## src/rtl/shift_register.sv

```systemverilog
// shift_register: WIDTH-bit parallel-load, rotate-right register.
// Each rising Clk edge applies one of three actions, in priority order:
// synchronous clear (ResetB high), parallel load (Load high), or a
// one-position circular rotate right. Q is taken straight from the register.
module shift_register #(
  parameter int WIDTH = 4
) (
  input  logic             Clk,
  input  logic             ResetB,
  input  logic             Load,
  input  logic [WIDTH-1:0] D,
  output logic [WIDTH-1:0] Q
);

  logic [WIDTH-1:0] q_reg;
  logic [WIDTH-1:0] q_next;
  logic [WIDTH-1:0] rot_next;

  // Rotate-right wiring: every bit takes its upper neighbour and the MSB
  // wraps around from the LSB, so no bit is ever dropped.
  genvar gi;
  generate
    for (gi = 0; gi < WIDTH; gi++) begin : g_rot
      if (gi == WIDTH - 1) begin : g_wrap
        assign rot_next[gi] = q_reg[0];
      end else begin : g_pass
        assign rot_next[gi] = q_reg[gi+1];
      end
    end
  endgenerate

  // Next-state select: a load takes precedence over rotation.
  always_comb begin
    q_next = q_reg;
    if (Load) begin
      q_next = D;
    end else begin
      q_next = rot_next;
    end
  end

  // State register: the clear has the highest priority and overrides any load.
  always_ff @(posedge Clk) begin
    if (ResetB) begin
      q_reg <= '0;
    end else begin
      q_reg <= q_next;
    end
  end

  assign Q = q_reg;

endmodule

```

## config.mk

```make
export PLATFORM = sky130hd
export DESIGN_NAME = shift_register
export DESIGN_NICKNAME = d
export VERILOG_FILES = /design/src/rtl/shift_register.sv
export SDC_FILE = /design/constraint.sdc
export NUM_CORES = 1
export LEC_CHECK = 0
export BUFFER_PORTS_ARGS = -buffer_cell sky130_fd_sc_hd__buf_2
export CAP_MARGIN = 15
export CORE_AREA = 2 2 39 41
export CTS_BUF_LIST = sky130_fd_sc_hd__clkbuf_2
export CTS_CLUSTER_SIZE = 28
export DETAILED_ROUTE_END_ITERATION = 7
export DIE_AREA = 0 0 41 43
export GPL_TIMING_DRIVEN = 0
export HOLD_SLACK_MARGIN = 0.05
export SETUP_SLACK_MARGIN = 0.02
export SYNTH_ARGS = -nofsm -noshare
export SYNTH_HDL_FRONTEND = slang
export SYNTH_SLANG_ARGS = --single-unit
```

## constraint.sdc

```tcl
create_clock -name Clk -period 1.15 [get_ports Clk]
set_input_delay 0.115 -clock Clk [delete_from_list [all_inputs] [get_ports Clk]]
set_output_delay 0.115 -clock Clk [all_outputs]
set_load 0.03 [all_outputs]
```

### After elaboration in Yosys (flattened, before gate mapping)

Index checks and enable logic that the tools add are counted.

* output and inout bits: 4
* logic and storage cells: 2
* input bits: 7
* register bits: 4

* muxes and demuxes: 1

Operators by type and width (count)
* 4-bit two-way mux: 1

### Logic depth before layout (Yosys ltp)

* depth after elaboration: 1
* mapped depth: 3
* depth with buffers taken out: 2

### Worst setup path after synthesis

No wires, ideal clock.

* path kind: register -> register
* from: register q_reg[1], in the netlist Q[1]
* to: register q_reg[0], in the netlist Q[0]
* path slack: 0.421 ns
* library setup time: 0.065 ns
* required time: 1.085 ns
* buffers on the path: 0
* arrival time: 0.665 ns
* cell stages (with the launch flop): 3
* path through: dfxtp_1 -> mux2i_1 -> nor2_1

* cells in the longest elaborated chain, start to end: 1

RTL lines
* start: declaration: RTL line 15 `logic [WIDTH-1:0] q_reg;`
* start signal: assignment: RTL line 47 `q_reg <= q_next;`
* 4-bit two-way mux: RTL line 35 `if (Load) begin`

Every way passes these cells.
A chain may end at the register's enable or synchronous reset.

### Worst setup path after layout

* from: register q_reg[2], in the netlist Q[2]
* to: output port Q[2]

RTL lines
* end: declaration: RTL line 12 `output logic [WIDTH-1:0] Q`

No word-level cell between the ends.

==> run metrics <==
hold_sp ResetB; leak pwr around 0.12 nW; IO Count 11; worst path required time around 1.0 ns; via count ~130; post-synthesis sequential area ratio 57.14%; diode count 0; CTS tree done; routed length per instance 7.049 um; Slew HR about nine tenths; Max Cap Viol 0; Synth Warn # 0; EDFF count, synth 0; Worst Path Arrival between 0.7 and 0.8 ns; WS Path Type register to primary output; Synth Cell Area about 140 sq um; largest area contributor in the netlist dfxtp_1; Post-synth top cells dfxtp_1, mux2i_1, nor2_1; nets 34; Period Utilization, post-route 71.76%; syn_area_per_cell about 11 sq um; pwr dens roughly 1500 nW/um^2; top cell type's share of synthesized area 57.14%; fin worst setup slack ~0.32 ns; Final GP Congestion approximately 0.45; final hold slack 0.1224 ns; die area around 1800 sq um; Slew Limit Fails 0; input/output buffers 9; status finished clean; CTS sink count 4; global route overflow 0; Die H 43 um; DRT Pass-1 Iters 1; post-synth cell types 4; Initial Util 10.13%; layout cells sized above 1 about 52%; detailed-route wire length about 290 um; CTS H-tree lvls 1; crit path buf inv count 1; min Tclk post-route about 0.83 ns; Primary FF master, synth dfxtp_1; CP Capture Type primary output; Setup Skew 0.002370 ns; dominant cells by area after synthesis dfxtp_1, mux2i_1, nor2_1, clkbuf_2; CORE AREA around 1400 sq um; ys async rst share 0%; initial antenna violation count 0; fmax about 1200 MHz; Die Wd approximately 40 um; slowest CP cell dfxtp_1; GRT Util Overall between 4 and 5%; clk buf depth 2; Hold Violations, Final 0; RSZ-0062 raised after global routing false; HPWL after DPL between 200 and 250 um; Clock transition at path regs around 0.04 ns; max FFs per register 4; iteration-0 DRC count of the detailed router 0; postcts setup bufs 0; CP max FO 2; Net Count, Synth 20; final non-filler cell total between 40 and 50; Reg-to-Reg Start Q[2]; cts bufs inserted 3; Hold Path Class input port to register; Placed Area 205.2 sq um; area of the multi-input gates ~55 sq um; maximum vdd drop about 0.00017 V; cells after synthesis 13; Worst path max stage delay 0.32 ns; Crit. Startpoint Q[2]; largest net degree at the start of global routing 5; drc violations 0; Design Area, Final 220.2 sq um; setup TNS 0 ns; Setup WS pre-CTS ~0.51 ns; # fillers approximately 170; placed cell count 38; CTS root buffer clkbuf_2; ANT nets after route 0; startpoint types register; Worst-Skew Late Latency ~0.20 ns; vias in the first global route ~140; row count 14; Least-Margin Pin Slew approximately 0.14 ns; DR vias/cell roughly 3.3; Final Setup Violations 0; Register Area 80.08 sq um; cts-stage hold buffer count 0; first-pass GRT wire length around 400 um; Worst path top cell family by delay flip-flops; post-cts sizing count 0; #FFs+latches synth 4; Syn-to-layout area delta 57.14%; Cell Chain, Critical Path buf_2
## cell type report
cell class                      count  share of cell area [%]
Clock buffer                        3                   6.818
Buffer                              1                   2.273
Multi-Input combinational cell      8                   25.00
Sequential cell                     4                   36.36
Tap cell                           16                   9.091
Timing Repair Buffer                9                   20.45
## where the power goes
| group | switching [mW] | internal (mW) |
|---|---|---|
| clock network | 0.0508 | 0.0700 |
| logic | 0.0302 | 0.0207 |
| registers | 0.00356 | 0.148 |
## routing by layer
metal / GRT usage, % / vias up / wire length (um)
met2: 5.938 / 10 / 149
li1: - / 66 / -
met4: 12.00 / 0 / 0
met1: 1.597 / 58 / 93
met5: 0 / - / 0
met3: 1.571 / 0 / 47
## worst paths after layout
check	endpoint	slack [ns]	cells past startpoint
max	Q[2]	0.32	1
min	Q[2]	0.12	2
max reg2reg	Q[1]	0.55	2
min reg2reg	Q[2]	0.49	2
## cell usage in the layout, fill, tap and decap left out
cell type,instances
buf_2,9
clkbuf_2,4
mux2i_1,4
dfxtp_1,4
nor2_1,4
## through the flow
| stage | utilization (%) | power (mW) |
|---|---|---|
| floorplan | - | 0.1856 |
| global placement | 14.83 | 0.2044 |
| detailed placement | 14.83 | 0.2053 |
| CTS | 15.91 | 0.3348 |
| global route | 15.91 | 0.3430 |
| finish | 15.91 | 0.3230 |
## logic make-up (layout without fill, tap and decap cells)
| family | Yosys count | after routing | synth area share (%) |
|---|---|---|---|
| buf+inv | 1 | 13 | 3.568 |
| flops | 4 | 4 | 57.15 |
| mux | 4 | 4 | 28.57 |
| simple gates | 4 | 4 | 10.71 |
Note: power is estimated with default switching activity, not from simulation.
